===== src/rtl/muldiv_iter.sv =====
// muldiv_iter: iterative multiply/divide unit for the EX stage.
// One shared shift/add (multiply) and restoring subtract/shift (divide)
// datapath retiring BITS_PER_CYCLE bits per cycle. Results are 2*WIDTH
// wide and returned as hi/lo.
//
// Ports:
//   clk, resetn         clock, synchronous active-low reset
//   in_valid / in_ready request handshake (in_ready only in IDLE)
//   op                  op[1]=1 divide / 0 multiply, op[0]=1 signed
//   in_a, in_b          multiplicand/dividend, multiplier/divisor
//   annul               flush: abort the operation or drop a pending result
//   out_valid/out_ready result handshake
//   out_hi, out_lo      product high/low, or remainder/quotient
//   busy                unit is not idle
//   div_by_zero         divide with zero divisor, qualified by out_valid
module muldiv_iter #(
  parameter int WIDTH          = 32,
  parameter int BITS_PER_CYCLE = 1
) (
  input  logic             clk,
  input  logic             resetn,
  input  logic             in_valid,
  output logic             in_ready,
  input  logic [1:0]       op,
  input  logic [WIDTH-1:0] in_a,
  input  logic [WIDTH-1:0] in_b,
  input  logic             annul,
  output logic             out_valid,
  input  logic             out_ready,
  output logic [WIDTH-1:0] out_hi,
  output logic [WIDTH-1:0] out_lo,
  output logic             busy,
  output logic             div_by_zero
);

  localparam int N  = WIDTH / BITS_PER_CYCLE;
  localparam int CW = $clog2(N + 1);
  localparam logic [CW-1:0] CNT_N   = CW'(N);
  localparam logic [CW-1:0] CNT_ONE = {{(CW-1){1'b0}}, 1'b1};

  typedef enum logic [1:0] {
    S_IDLE = 2'd0,
    S_CALC = 2'd1,
    S_FIX  = 2'd2,
    S_DONE = 2'd3
  } state_t;

  state_t r_state;
  state_t w_state_nxt;

  logic                 w_accept;
  logic                 w_div0;
  logic [WIDTH:0]       w_a_ext;
  logic [WIDTH:0]       w_b_ext;
  logic [WIDTH:0]       w_a_mag;
  logic [WIDTH:0]       w_b_mag;
  logic [2*WIDTH-1:0]   w_acc_step;
  logic [WIDTH:0]       w_sum;
  logic                 w_ge;
  logic [2*WIDTH-1:0]   w_neg_acc;
  logic [WIDTH-1:0]     w_fix_hi;
  logic [WIDTH-1:0]     w_fix_lo;

  logic [1:0]           r_op;
  logic                 r_sign_a;
  logic                 r_sign_b;
  logic                 r_dbz;
  logic [CW-1:0]        r_cnt;
  logic [2*WIDTH-1:0]   r_acc;    // mult: {partial, multiplier}; div: {remainder, dividend/quotient}
  logic [WIDTH:0]       r_opnd;   // multiplicand or divisor magnitude
  logic [WIDTH-1:0]     r_out_hi;
  logic [WIDTH-1:0]     r_out_lo;
  logic                 r_out_dbz;

  // Operand decode: sign-extend to WIDTH+1 so |-2^(WIDTH-1)| is representable.
  assign w_div0    = op[1] && (in_b == {WIDTH{1'b0}});
  assign w_a_ext   = {op[0] & in_a[WIDTH-1], in_a};
  assign w_b_ext   = {op[0] & in_b[WIDTH-1], in_b};
  assign w_a_mag   = w_a_ext[WIDTH] ? -w_a_ext : w_a_ext;
  assign w_b_mag   = w_b_ext[WIDTH] ? -w_b_ext : w_b_ext;
  assign w_neg_acc = -r_acc;

  // State register.
  always_ff @(posedge clk) begin
    if (!resetn) begin
      r_state <= S_IDLE;
    end else begin
      r_state <= w_state_nxt;
    end
  end

  // Next-state and handshake decode.
  always_comb begin
    w_state_nxt = r_state;
    w_accept    = 1'b0;
    in_ready    = 1'b0;
    out_valid   = 1'b0;
    busy        = 1'b1;
    case (r_state)
      S_IDLE: begin
        in_ready = 1'b1;
        busy     = 1'b0;
        if (in_valid && !annul) begin
          w_accept    = 1'b1;
          // A zero divisor has a fixed answer, so skip the iterations.
          w_state_nxt = w_div0 ? S_FIX : S_CALC;
        end else begin
          w_state_nxt = S_IDLE;
        end
      end
      S_CALC: begin
        if (annul) begin
          w_state_nxt = S_IDLE;
        end else if (r_cnt == CNT_ONE) begin
          w_state_nxt = S_FIX;
        end else begin
          w_state_nxt = S_CALC;
        end
      end
      S_FIX: begin
        if (annul) begin
          w_state_nxt = S_IDLE;
        end else begin
          w_state_nxt = S_DONE;
        end
      end
      S_DONE: begin
        out_valid = 1'b1;
        if (annul || out_ready) begin
          w_state_nxt = S_IDLE;
        end else begin
          w_state_nxt = S_DONE;
        end
      end
      default: begin
        w_state_nxt = S_IDLE;
      end
    endcase
  end

  // One iteration: BITS_PER_CYCLE unrolled shift-add or restoring-divide steps.
  always_comb begin
    w_acc_step = r_acc;
    w_sum      = {(WIDTH+1){1'b0}};
    w_ge       = 1'b0;
    for (int i = 0; i < BITS_PER_CYCLE; i++) begin
      if (r_op[1]) begin
        // Partial remainder shifted left with the next dividend bit.
        w_sum = w_acc_step[2*WIDTH-1:WIDTH-1];
        w_ge  = (w_sum >= r_opnd);
        if (w_ge) begin
          w_sum = w_sum - r_opnd;
        end else begin
          w_sum = w_sum;
        end
        w_acc_step = {w_sum[WIDTH-1:0], w_acc_step[WIDTH-2:0], w_ge};
      end else begin
        // Add multiplicand on a set multiplier LSB, then shift right with carry.
        if (w_acc_step[0]) begin
          w_sum = {1'b0, w_acc_step[2*WIDTH-1:WIDTH]} + r_opnd;
        end else begin
          w_sum = {1'b0, w_acc_step[2*WIDTH-1:WIDTH]};
        end
        w_acc_step = {w_sum, w_acc_step[WIDTH-1:1]};
      end
    end
  end

  // Sign correction applied in FIX.
  always_comb begin
    w_fix_hi = r_acc[2*WIDTH-1:WIDTH];
    w_fix_lo = r_acc[WIDTH-1:0];
    if (r_dbz || !r_op[0]) begin
      w_fix_hi = r_acc[2*WIDTH-1:WIDTH];
      w_fix_lo = r_acc[WIDTH-1:0];
    end else if (!r_op[1]) begin
      if (r_sign_a ^ r_sign_b) begin
        w_fix_hi = w_neg_acc[2*WIDTH-1:WIDTH];
        w_fix_lo = w_neg_acc[WIDTH-1:0];
      end else begin
        w_fix_hi = r_acc[2*WIDTH-1:WIDTH];
        w_fix_lo = r_acc[WIDTH-1:0];
      end
    end else begin
      // Quotient sign = sign_a ^ sign_b; remainder follows the dividend.
      if (r_sign_a ^ r_sign_b) begin
        w_fix_lo = -r_acc[WIDTH-1:0];
      end else begin
        w_fix_lo = r_acc[WIDTH-1:0];
      end
      if (r_sign_a) begin
        w_fix_hi = -r_acc[2*WIDTH-1:WIDTH];
      end else begin
        w_fix_hi = r_acc[2*WIDTH-1:WIDTH];
      end
    end
  end

  // Datapath: operand latch, iteration and result registers.
  always_ff @(posedge clk) begin
    if (!resetn) begin
      r_op      <= 2'b00;
      r_sign_a  <= 1'b0;
      r_sign_b  <= 1'b0;
      r_dbz     <= 1'b0;
      r_cnt     <= {CW{1'b0}};
      r_acc     <= {(2*WIDTH){1'b0}};
      r_opnd    <= {(WIDTH+1){1'b0}};
      r_out_hi  <= {WIDTH{1'b0}};
      r_out_lo  <= {WIDTH{1'b0}};
      r_out_dbz <= 1'b0;
    end else if (w_accept) begin
      r_op     <= op;
      r_sign_a <= w_a_ext[WIDTH];
      r_sign_b <= w_b_ext[WIDTH];
      r_dbz    <= w_div0;
      r_cnt    <= CNT_N;
      if (w_div0) begin
        // Remainder = raw dividend, quotient = all ones.
        r_acc  <= {in_a, {WIDTH{1'b1}}};
        r_opnd <= w_b_mag;
      end else if (op[1]) begin
        r_acc  <= {{WIDTH{1'b0}}, w_a_mag[WIDTH-1:0]};
        r_opnd <= w_b_mag;
      end else begin
        r_acc  <= {{WIDTH{1'b0}}, w_b_mag[WIDTH-1:0]};
        r_opnd <= w_a_mag;
      end
    end else if (r_state == S_CALC && !annul) begin
      r_acc <= w_acc_step;
      r_cnt <= r_cnt - CNT_ONE;
    end else if (r_state == S_FIX && !annul) begin
      r_out_hi  <= w_fix_hi;
      r_out_lo  <= w_fix_lo;
      r_out_dbz <= r_dbz;
    end else begin
      r_acc <= r_acc;
    end
  end

  assign out_hi      = r_out_hi;
  assign out_lo      = r_out_lo;
  assign div_by_zero = r_out_dbz & out_valid;

endmodule

===== config.mk =====
export PLATFORM = sky130hd
export DESIGN_NAME = muldiv_iter
export DESIGN_NICKNAME = d
export VERILOG_FILES = /design/src/rtl/muldiv_iter.sv
export SDC_FILE = /design/constraint.sdc
export NUM_CORES = 1
export LEC_CHECK = 0
export ABC_AREA = 0
export CAP_MARGIN = 5
export CORE_MARGIN = 2
export CORE_UTILIZATION = 50
export DETAILED_ROUTE_END_ITERATION = 6
export PLACE_DENSITY_LB_ADDON = 0.05
export SLEW_MARGIN = 20
export SYNTH_ARGS = -nofsm -noshare
export SYNTH_HDL_FRONTEND = slang
export SYNTH_SLANG_ARGS = --single-unit

===== constraint.sdc =====
create_clock -name clk -period 6.9 [get_ports clk]
set_input_delay 2.07 -clock clk [delete_from_list [all_inputs] [get_ports clk]]
set_output_delay 2.07 -clock clk [all_outputs]
set_load 0.02 [all_outputs]

== Word level (Yosys, flattened, before mapping) ==
Cells that the tools add are included.

* Register bits: 175
* Bits of input ports: 71
* Output and inout bits: 68
* Logic and storage cells: 78

* Add/sub/neg operators: 8
* Magnitude comparators: 1
* Equality and inequality tests: 4
* Mux-type cells: 33
* Bitwise operators: 7
* Reduce and logical (&&, ||, !) cells: 13

{| class="wikitable"
|+ Operators with widths
! cell !! number
|-
| 2-to-1 mux 32 bit || 10
|-
| 2-to-1 mux 64 bit || 4
|-
| 2-to-1 mux 33 bit || 5
|-
| negation 33 bit || 2
|-
| negation 32 bit || 2
|-
| negation 64 bit || 1
|-
| adder 32 x 33 -> 33 bit || 1
|-
| greater-or-equal comparator 33 bit || 1
|-
| logical NOT 32 bit || 1
|-
| subtractor 32 bit || 1
|-
| 2-to-1 mux 2 bit || 6
|-
| 2-to-1 mux 6 bit || 2
|-
| case mux 2 bit (4 select lines) || 1
|-
| == test 6 x 1 -> 1 bit, second input constant || 1
|-
| subtractor 6 x 1 -> 6 bit, second input constant || 1
|-
| 2-to-1 mux 1 bit || 5
|-
| == test 2 bit, second input constant || 2
|-
| logical AND 1 bit || 4
|-
| AND 1 bit || 3
|-
| inverter 1 bit || 3
|-
| AND reduction 3 bit || 1
|-
| == test 2 x 1 -> 1 bit, second input constant || 1
|-
| logical NOT 1 bit || 2
|-
| logical NOT 2 bit || 1
|-
| 4 further kinds || 5
|}

== Longest topological paths before layout ==
Gate-level depths: netlist of run 1.

* Depth in word-level cells: 6
* Depth in mapped cells: 15
* Mapped depth without buffers: 13

== Worst setup path before layout of run 1 ==
OpenSTA, ideal clock, no wires.

* Kind: input -> register
* Start point: input port in_a[13]
* End point: register r_opnd[27]
* Setup time: 117 ps
* Data arrival time: 4403 ps
* Data required time: 6783 ps
* Setup slack: 2379 ps
* Stages: 9
* Buffers on the path: 0
* Cells stage by stage: or4_4 > or3_4 > or4_4 > or3_4 > nor3_4 > a21oi_2 > xnor2_2 > nand2_1 > a32o_1

* Cells in the longest elaborated chain, start to end: 4

{| class="wikitable"
|+ Ends and longest elaborated chain
! what !! line !! text
|-
| from (decl) || 25 || <nowiki>input logic [WIDTH-1:0] in_a,</nowiki>
|-
| negation 33 bit || 79 || <nowiki>assign w_a_mag = w_a_ext[WIDTH] ? -w_a_ext : w_a_ext;</nowiki>
|-
| 2-to-1 mux 33 bit || 79 ||
|-
| 2-to-1 mux 33 bit || 222 || <nowiki>end else if (op[1]) begin</nowiki>
|-
| 2-to-1 mux 33 bit || 218 || <nowiki>if (w_div0) begin</nowiki>
|-
| to (signal assigned) || 221 || <nowiki>r_opnd <= w_b_mag;</nowiki>
|-
| to (signal assigned) || 224 || <nowiki>r_opnd <= w_b_mag;</nowiki>
|-
| to (signal assigned) || 227 || <nowiki>r_opnd <= w_a_mag;</nowiki>
|-
| to (decl) || 70 || <nowiki>logic [WIDTH:0] r_opnd;</nowiki>
|}

Every way passes these cells.
A chain may end at the register's enable or synchronous reset.

== Final worst setup path of run 1 ==
* Start point: input port in_b[14]
* End point: register r_acc[60]

* Cells in the longest elaborated chain, start to end: 4

{| class="wikitable"
|+ Ends and longest elaborated chain
! what !! line !! text
|-
| from (decl) || 26 || <nowiki>input logic [WIDTH-1:0] in_b,</nowiki>
|-
| logical NOT 32 bit || 76 || <nowiki>assign w_div0 = op[1] && (in_b == {WIDTH{1'b0}});</nowiki>
|-
| logical AND 1 bit || 76 ||
|-
| 2-to-1 mux 64 bit || 218 ||
|-
| 2-to-1 mux 64 bit || 212 || <nowiki>end else if (w_accept) begin</nowiki>
|-
| to (signal assigned) || 220 || <nowiki>r_acc <= {in_a, {WIDTH{1'b1}}};</nowiki>
|-
| to (signal assigned) || 223 || <nowiki>r_acc <= {{WIDTH{1'b0}}, w_a_mag[WIDTH-1:0]};</nowiki>
|-
| to (signal assigned) || 226 || <nowiki>r_acc <= {{WIDTH{1'b0}}, w_b_mag[WIDTH-1:0]};</nowiki>
|-
| to (decl) || 69 || <nowiki>logic [2*WIDTH-1:0] r_acc;</nowiki>
|}

Every way passes these cells.

==> results of run 1 <==
==> through the flow <==
step	setup WS [ps]	cells	utilization	power, mW
after floorplan	2380	2095	-	1.92
after global placement	1540	2514	0.562	2.27
after detailed placement	1490	2514	0.562	2.27
after CTS	1970	2546	0.582	3.27
after global routing	1680	2546	0.582	3.44
final	1900	2546	0.582	3.29
==> critical path, cell delays in order <==
cell and delay, ps:
clkdlybuf4s50_1 500, or4_4 610, nor4b_4 330, nand4_2 270, nor4_4 310, and2_1 530, a211oi_1 180, nor3b_1 170
a31o_2 240, a211oi_1 160
==> cell usage in the layout, fill, tap and decap left out, types with 9 or more instances in the layout <==
cell               n
nand2_1          215
o31ai_1           23
and3_1            19
nor2b_1           10
clkdlybuf4s50_1  136
or4_1              9
a31oi_1           43
o21ai_0          166
nor2_1           247
clkbuf_16         17
nand2b_1          14
inv_1             74
buf_4             29
a21oi_1          221
o211ai_1          26
ha_1              71
a311oi_1           9
or3_1             16
mux2i_1           53
a221oi_1          24
o22ai_1           11
nor4_1            18
nand3_1           32
dfxtp_1          174
nand4_1           12
xor2_1            61
mux2_2             9
a21o_1            30
and2_1            16
nor3_1            49
a211oi_1          60
xnor2_1          102
==> worst max-delay path by stage <==
stage	end	slack [ps]	from
finish	r_acc[60]	1900	in_b[14]
global placement	r_acc[60]	1540	in_b[2]
CTS	r_acc[60]	1970	in_b[14]
global route	r_acc[60]	1680	in_b[9]
floorplan	r_opnd[27]	2380	in_a[13]
detailed placement	r_acc[60]	1490	in_b[14]
==> per-layer routing <==
layer / global-route usage / vias up / wire (um)
met5: 0 / - / 0
met4: 0.221 / 0 / 3740
met3: 0.0653 / 158 / 5530
met2: 0.553 / 932 / 25000
met1: 0.472 / 7656 / 23600
li1: - / 7689 / -
==> cell type report <==
type / count / area share
Clock inverter: 14 / 0.00928
Inverter: 75 / 0.0164
Multi-Input combinational cell: 1706 / 0.624
Timing Repair Buffer: 168 / 0.0932
Tap cell: 390 / 0.0283
Sequential cell: 175 / 0.203
Clock buffer: 18 / 0.0254
==> state kept, by name, indices dropped and copies added, names as in the netlist <==
signal	cells
out_hi	32
r_opnd	33
r_op	2
r_sign_b	1
r_out_dbz	1
r_acc	64
r_cnt	6
out_lo	32
r_sign_a	1
r_state	2
r_dbz	1
==> cell families after synthesis <==
family / count (synthesis) / synth area share
fa+ha+maj: 73 / 0.0616
simple gates: 707 / 0.222
buf+inv: 214 / 0.0549
xor+xnor: 165 / 0.0969
compound gates: 699 / 0.291
mux: 62 / 0.0419
flops: 175 / 0.232
==> power by group <==
group	switching (mW)	internal [mW]	total (mW)	leakage, nW
clock network	0.501	0.498	0.999	0.294
logic	0.712	0.429	1.14	4.70
registers	0.0973	1.05	1.15	1.43
==> impl_metrics.env, run 1 <==
export IMPL_run_status="finished, violations left"
export IMPL_violations="DRC"
export IMPL_synth_area_mm2=0.0151
export IMPL_rsz0062_at_grt="false"
export IMPL_ys_ff_latch=175
export IMPL_synth_area_leaders="dfxtp_1 23%, a21oi_1 7.3%, nor2_1 6.2%"
export IMPL_first_pass_iters=7
export IMPL_clockBufferDepth=2
export IMPL_diodes=0
export IMPL_synthArstFlopShare=0
export IMPL_final_max_slew_viol_count=0
export IMPL_worst_path_max_fanout=11
export IMPL_cts_root_buf="clkbuf_16"
export IMPL_critPathCaptureType="register"
export IMPL_period_needed_ps=5000
export IMPL_grt_antenna_before_repair=1
export IMPL_drv_cap=0
export IMPL_synth_edff_count=0
export IMPL_worst_r2r_path_depth=12
export IMPL_clk_latency_ps=460
export IMPL_cts_tree="done"
export IMPL_clkTransAtPathRegs_ps=80
export IMPL_setup_viol=0
export IMPL_nets=2287
export IMPL_postRouteAntennaNets=0
export IMPL_grtUsageTotal=0.362
export IMPL_whs_path_depth=2
export IMPL_first_global_vias=14961
export IMPL_hold_path_startpoint="r_op[0]"
export IMPL_synthDistinctLibCells=84
export IMPL_drt_total_wl_um=57900
export IMPL_multi_input_area_mm2=0.0108
export IMPL_row_count=63
export IMPL_seq_area_frac_synth=0.232
export IMPL_startpoint_type="input port"
export IMPL_overflow=0
export IMPL_hold_end="r_op[0]"
export IMPL_drive_gt1_frac=0.0580
export IMPL_nFillCells=2887
export IMPL_start_util=0.509
export IMPL_drcViolationCount=6
export IMPL_drt_iter0_drc=1825
export IMPL_via_count=16435
export IMPL_register_area_mm2=0.00351
export IMPL_worstPathArrival_ps=5380
export IMPL_slew_headroom=0.343
export IMPL_fin_hold_ws_ps=451
export IMPL_vias_per_cell=6.46
export IMPL_min_delay_path_class="reg -> reg"
export IMPL_required_ps=7280
export IMPL_wl_per_cell_um=22.7
export IMPL_synth_top_area_share=0.232
export IMPL_dp_hpwl_um=44100
export IMPL_synth_cells=2095
export IMPL_placed_cell_area_mm2=0.0167
export IMPL_postLayoutCellArea_mm2=0.0173
export IMPL_tns_ps=0
export IMPL_synth_most_common_cell="nor2_1"
export IMPL_reg2reg_slack_ps=2570
export IMPL_final_hold_viol_count=0
export IMPL_die_y_um=178
export IMPL_cts_max_level=4
export IMPL_max_freq_ghz=0.200
export IMPL_gp_congestion=0.974
export IMPL_avgSynthCellArea_um2=7.20
export IMPL_yosys_most_used_dff="dfxtp_1"
export IMPL_r2r_end="r_acc[37]"
export IMPL_numCtsBuffers=17
export IMPL_core_region_area_mm2=0.0296
export IMPL_fp_dieArea_mm2=0.0316
export IMPL_cts_resized=0
export IMPL_critPathKind="in -> reg"
export IMPL_grt_pass1_wl_um=87200
export IMPL_finClkSkew_ps=13.6
export IMPL_synth_nets=2239
export IMPL_ir_drop_v=0.000172
export IMPL_yosys_area_top_type="dfxtp_1"
export IMPL_cts_sinks=175
export IMPL_cts_hold_buf=0
export IMPL_p_leak_nw=6.42
export IMPL_synthTopCellsByCount="250 x nor2_1, 221 x a21oi_1, 215 x nand2_1"
export IMPL_finalCritPeriodShare=0.725
export IMPL_dieWidth_um=178
export IMPL_syn2layout_area_growth_pct=14.5
export IMPL_grt_max_degree=111
export IMPL_yosys_warnings=0
export IMPL_io_buffers=138
export IMPL_post_cts_setup_buffers=0
export IMPL_worst_slew_pin_slew_ps=985
export IMPL_regToRegStartpoint="r_opnd[12]"
export IMPL_boundaryPins=139
export IMPL_powerDensity_mw_per_mm2=191
(Power assumes the default switching activity.)
==> inputs of run 2 (changes only) <==
==> constraint.sdc (replaced) <==
create_clock -name clk -period 4.7 [get_ports clk]
set_input_delay 1.41 -clock clk [delete_from_list [all_inputs] [get_ports clk]]
set_output_delay 1.41 -clock clk [all_outputs]
set_load 0.02 [all_outputs]
==> run 2 against run 1 <==
Effect of this change: the run now ends clean; worst hold slack about the same; die area unchanged; non-clock buffer count up 52; sequential power up 44%; clock power up 50%; critical endpoint unchanged; largest cell class unchanged.
==> impl_metrics.env, run 2 (same netlist as run 1, synthesis figures left out) <==
export IMPL_run_status="finished, final reports clean"
export IMPL_wl_per_cell_um=23.0
export IMPL_nets=2339
export IMPL_critPathKind="in -> reg"
export IMPL_cts_tree="done"
export IMPL_required_ps=5070
export IMPL_setup_viol=0
export IMPL_cp_buffers_inverters=2
export IMPL_via_count=16769
export IMPL_finalCritPeriodShare=0.883
export IMPL_power_mw=4.96
export IMPL_crit_path_end="r_acc[60]"
export IMPL_period_needed_ps=4150
export IMPL_grt_pass1_wl_um=89700
export IMPL_final_util=0.596
export IMPL_min_delay_path_class="reg -> reg"
export IMPL_overflow=0
export IMPL_drt_total_wl_um=59700
export IMPL_startpoint_type="input port"
export IMPL_powerDensity_mw_per_mm2=281
export IMPL_postRouteAntennaNets=0
export IMPL_tns_ps=0
export IMPL_placed_cells=2566
export IMPL_power_frac_seq=0.335
export IMPL_grtUsageTotal=0.373
export IMPL_register_area_mm2=0.00351
export IMPL_final_hold_viol_count=0
export IMPL_regToRegStartpoint="r_opnd[11]"
export IMPL_drv_cap=0
export IMPL_grt_antenna_before_repair=0
export IMPL_worst_slew_pin_slew_ps=964
export IMPL_clockBufferDepth=2
export IMPL_path_delay_family="simple AND/OR/NAND/NOR gates"
export IMPL_internal_power_mw=3.05
export IMPL_multi_input_area_mm2=0.0108
export IMPL_cts_root_buf="clkbuf_16"
export IMPL_first_pass_iters=6
export IMPL_rsz0062_at_grt="false"
export IMPL_setup_slack_ps=551
export IMPL_first_global_vias=15411
export IMPL_cts_sinks=175
export IMPL_cts_resized=0
export IMPL_max_freq_ghz=0.241
export IMPL_largest_reg_flops=64
export IMPL_final_max_slew_viol_count=0
export IMPL_numCtsBuffers=17
export IMPL_vias_per_cell=6.45
export IMPL_clkTransAtPathRegs_ps=70
export IMPL_drive_gt1_frac=0.0788
export IMPL_row_count=63
export IMPL_ir_drop_v=0.000266
export IMPL_worst_path_max_fanout=10
export IMPL_start_util=0.509
export IMPL_critPathCaptureType="register"
export IMPL_pwr_share_comb=0.362
export IMPL_cts_max_level=4
export IMPL_cp_cell_sequence="clkdlybuf4s50_1 -> or4_4 -> nor4b_4 -> nand4_2 -> nor4_4 -> and2_1 -> buf_4 -> a21oi_1 -> nand2_1 -> o31ai_1 -> a211oi_1"
export IMPL_fp_dieArea_mm2=0.0316
export IMPL_p_sw_mw=1.92
export IMPL_max_stage_delay_ps=610
export IMPL_boundaryPins=139
export IMPL_reg2reg_slack_ps=900
export IMPL_core_region_area_mm2=0.0296
export IMPL_finClkSkew_ps=14.4
export IMPL_worst_r2r_path_depth=12
export IMPL_io_buffers=138
export IMPL_critical_path_depth=11
export IMPL_diodes=0
export IMPL_post_cts_setup_buffers=0
export IMPL_layout_common_cells="248 x nor2_1, 221 x a21oi_1, 215 x nand2_1"
export IMPL_cts_hold_buf=0
export IMPL_p_leak_nw=6.69
export IMPL_worstPathArrival_ps=4520
export IMPL_layout_commonest_cell="nor2_1"
export IMPL_die_y_um=178
export IMPL_slew_headroom=0.348
export IMPL_nFillCells=2874
export IMPL_reg_top3="r_acc (64), r_opnd (33)"
export IMPL_gp_congestion=1.01
export IMPL_place_ws_ps=145
export IMPL_regMostFlops="r_acc"
export IMPL_switching_share=0.386
export IMPL_crit_slowest_cell="or4_4"
export IMPL_clk_latency_ps=460
export IMPL_drt_iter0_drc=2018
export IMPL_grt_max_degree=68
export IMPL_p_clk_frac=0.303
export IMPL_syn2layout_area_growth_pct=17.2
export IMPL_final_cells=2598
export IMPL_crit_path_start="in_b[14]"
export IMPL_drcViolationCount=0
export IMPL_dp_hpwl_um=46600
export IMPL_dieWidth_um=178
export IMPL_r2r_end="r_acc[39]"
## run 2: area by class of cell
cell class | count | area share
timing repair buffer | 220 | 0.115
inverter | 75 | 0.0160
tap | 390 | 0.0276
clock inverter | 13 | 0.00871
multi-input combinational | 1706 | 0.609
clock buffer | 19 | 0.0251
sequential | 175 | 0.199
## run 2: worst min path at each step
stage               slack, ps      start   endpoint  cells past startpoint
global route              480  out_lo[0]  out_lo[0]                      2
CTS                       450    r_op[0]    r_op[0]                      2
finish                    450    r_op[0]    r_op[0]                      2
floorplan                 430    r_op[0]    r_op[0]                      2
global placement          440    r_op[0]    r_op[0]                      2
detailed placement        440    r_op[0]    r_op[0]                      2
## run 2: power groups by stage
stage | clock network [mW] | registers (mW) | logic [mW]
6_report | 1.50 | 1.66 | 1.80
5_1_grt | 1.57 | 1.67 | 1.94
3_3_place_gp | 0 | 1.69 | 1.74
4_1_cts | 1.50 | 1.65 | 1.76
2_1_floorplan | 0 | 1.64 | 1.18
3_5_place_dp | 0 | 1.69 | 1.75
## run 2: routing by layer
layer / global-route usage / up-vias / wire length [um]
li1: - / 7806 / -
met3: 0.0731 / 158 / 5470
met5: 0 / - / 0
met2: 0.587 / 922 / 26500
met4: 0.223 / 0 / 3870
met1: 0.472 / 7883 / 23900
## run 2: worst register-to-register path: stages, from the launching register on
cell and delay, ps:
dfxtp_1 490, inv_1 80, ha_1 410, nand2_1 170, or4_4 590, a21oi_2 250, o31ai_1 220, a21boi_2 210
or2_1 290, buf_4 300, mux2_2 370, a211oi_1 250, nor3_1 70
## run 2: per-stage QoR
step           area, um^2  hold WS (ps)
6_report            17700           451
3_3_place_gp        17100           439
2_1_floorplan       15100           432
4_1_cts             17700           453
3_5_place_dp        17100           444
5_1_grt             17700           478
==> inputs of run 3 (changes only) <==
==> constraint.sdc (replaced) <==
create_clock -name clk -period 4.3 [get_ports clk]
set_input_delay 1.29 -clock clk [delete_from_list [all_inputs] [get_ports clk]]
set_output_delay 1.29 -clock clk [all_outputs]
set_load 0.02 [all_outputs]
==> run 3 against run 2 <==
Effect of this change: the run now ends with DRC left; flip-flop and latch count is the same; via count about the same; first-iteration DRC count decreased by 13%; total power grew 9.7%; non-clock buffer count is 27 higher; cell area rose by 1.5%; routed wire length fell by 0.82%; combinational power increased by 7%; worst setup slack worse by 160 ps; cell count grew 1.0%; largest cell class unchanged; highest routed layer unchanged.
==> impl_metrics.env, run 3 (same netlist as run 1, synthesis figures left out) <==
export IMPL_final_util=0.605
export IMPL_setup_slack_ps=386
export IMPL_nets=2366
export IMPL_pwr_share_comb=0.355
export IMPL_clkTransAtPathRegs_ps=80
export IMPL_drcViolationCount=2
export IMPL_row_count=63
export IMPL_startpoint_type="input port"
export IMPL_drt_total_wl_um=59200
export IMPL_grt_max_degree=68
export IMPL_wl_per_cell_um=22.6
export IMPL_dp_hpwl_um=46100
export IMPL_rsz0062_at_grt="false"
export IMPL_postRouteAntennaNets=0
export IMPL_placed_cell_area_mm2=0.0173
export IMPL_postLayoutCellArea_mm2=0.0179
export IMPL_critPathKind="in -> reg"
export IMPL_cts_tree="done"
export IMPL_reg2reg_slack_ps=450
export IMPL_setup_viol=0
export IMPL_via_count=16770
export IMPL_vias_per_cell=6.39
export IMPL_p_leak_nw=6.84
export IMPL_required_ps=4690
export IMPL_layout_common_cells="248 x nor2_1, 221 x a21oi_1, 215 x nand2_1"
export IMPL_p_clk_frac=0.311
export IMPL_first_global_vias=15586
export IMPL_crit_slowest_cell="or4_4"
export IMPL_diodes=0
export IMPL_start_util=0.509
export IMPL_switching_share=0.395
export IMPL_placed_cells=2593
export IMPL_cp_cell_sequence="clkdlybuf4s50_1 -> or4_4 -> or3_4 -> or4_4 -> nor3b_2 -> and2b_1 -> a21oi_1 -> xnor2_1 -> a211o_1 -> a21oi_1"
export IMPL_syn2layout_area_growth_pct=18.9
export IMPL_largest_reg_flops=64
export IMPL_gp_congestion=1.03
export IMPL_place_ws_ps=-38.9
export IMPL_overflow=0
export IMPL_hold_path_startpoint="r_op[0]"
export IMPL_regToRegStartpoint="r_opnd[12]"
export IMPL_worst_path_max_fanout=3
export IMPL_ir_drop_v=0.000282
export IMPL_final_max_slew_viol_count=0
export IMPL_post_cts_setup_buffers=0
export IMPL_final_hold_viol_count=0
export IMPL_regMostFlops="r_acc"
export IMPL_finClkSkew_ps=15.2
export IMPL_final_cells=2625
export IMPL_grtUsageTotal=0.372
export IMPL_critPathCaptureType="register"
export IMPL_reg_top3="r_acc (64), r_opnd (33)"
export IMPL_nFillCells=2839
export IMPL_die_y_um=178
export IMPL_fin_hold_ws_ps=453
export IMPL_internal_power_mw=3.29
export IMPL_cts_resized=0
export IMPL_worstPathArrival_ps=4300
export IMPL_power_frac_seq=0.334
export IMPL_violations="DRC"
export IMPL_drive_gt1_frac=0.0904
export IMPL_core_region_area_mm2=0.0296
export IMPL_hold_end="r_op[0]"
export IMPL_tns_ps=0
export IMPL_r2r_end="r_acc[39]"
export IMPL_dieWidth_um=178
export IMPL_grt_pass1_wl_um=89800
export IMPL_max_freq_ghz=0.255
export IMPL_clockBufferDepth=2
export IMPL_max_stage_delay_ps=550
export IMPL_powerDensity_mw_per_mm2=304
export IMPL_layout_commonest_cell="nor2_1"
export IMPL_first_pass_iters=7
export IMPL_drv_cap=0
export IMPL_slew_headroom=0.368
export IMPL_numCtsBuffers=17
export IMPL_whs_path_depth=2
export IMPL_p_sw_mw=2.15
export IMPL_grt_antenna_before_repair=0
export IMPL_fp_dieArea_mm2=0.0316
export IMPL_finalCritPeriodShare=0.910
export IMPL_min_delay_path_class="reg -> reg"
export IMPL_period_needed_ps=3910
export IMPL_cts_sinks=175
export IMPL_worst_r2r_path_depth=12
export IMPL_cts_hold_buf=0
export IMPL_clk_latency_ps=460
export IMPL_cts_max_level=4
export IMPL_drt_iter0_drc=1761
export IMPL_boundaryPins=139
export IMPL_cts_root_buf="clkbuf_16"
export IMPL_io_buffers=138
export IMPL_worst_slew_pin_slew_ps=945
export IMPL_power_mw=5.45
export IMPL_run_status="finished, violations left"
==> run 3: cell count changes in the layout (fill, tap and decap cells not counted), moves of 2 or more <==
cell	delta
inv_8	+2
buf_4	+26
clkinv_8	+6
clkinv_2	-2
clkinv_4	-3
==> run 3: worst max-delay path by stage <==
stage              from          to  slack (ps)  depth (start not counted)
2_1_floorplan  in_a[13]  r_opnd[27]         560                          9
3_3_place_gp   in_a[13]  r_opnd[23]          30                         10
3_5_place_dp   in_a[13]   r_acc[28]         -40                         10
4_1_cts        in_a[13]   r_acc[28]         430                         10
5_1_grt        in_a[13]   r_acc[28]         270                         10
6_report       in_a[13]   r_acc[28]         390                         10
==> run 3: power groups by stage <==
| stage | clock network [mW] | logic, mW | registers, mW |
|---|---|---|---|
| floorplan | 0 | 1.29 | 1.79 |
| global placement | 0 | 1.86 | 1.85 |
| detailed placement | 0 | 1.87 | 1.85 |
| CTS | 1.70 | 1.88 | 1.81 |
| global route | 1.77 | 2.09 | 1.82 |
| finish | 1.69 | 1.93 | 1.82 |
==> run 3: cell type report <==
type | instances | area [um^2] | share of cell area
Timing Repair Buffer | 247 | 2240 | 0.125
Clock buffer | 17 | 425 | 0.0237
Multi-Input combinational cell | 1706 | 10800 | 0.601
Sequential cell | 175 | 3510 | 0.196
Tap cell | 390 | 488 | 0.0272
Clock inverter | 15 | 215 | 0.0120
Inverter | 75 | 283 | 0.0158
==> run 3: worst max-delay path: cells and delay by family <==
| family | cells | cell delay [ps] |
|---|---|---|
| AOI/OAI and AO/OA | 3 | 530 |
| xor gates and xnor gates | 1 | 150 |
| buffers and inverters | 1 | 440 |
| and+or+nand+nor | 5 | 1890 |
==> run 3: metal layers <==
layer	vias up	routed length, um	global-route usage
met5	-	0	0
met4	0	3640	0.217
met3	165	5830	0.0801
met2	874	26100	0.588
met1	7880	23700	0.466
li1	7851	-	-
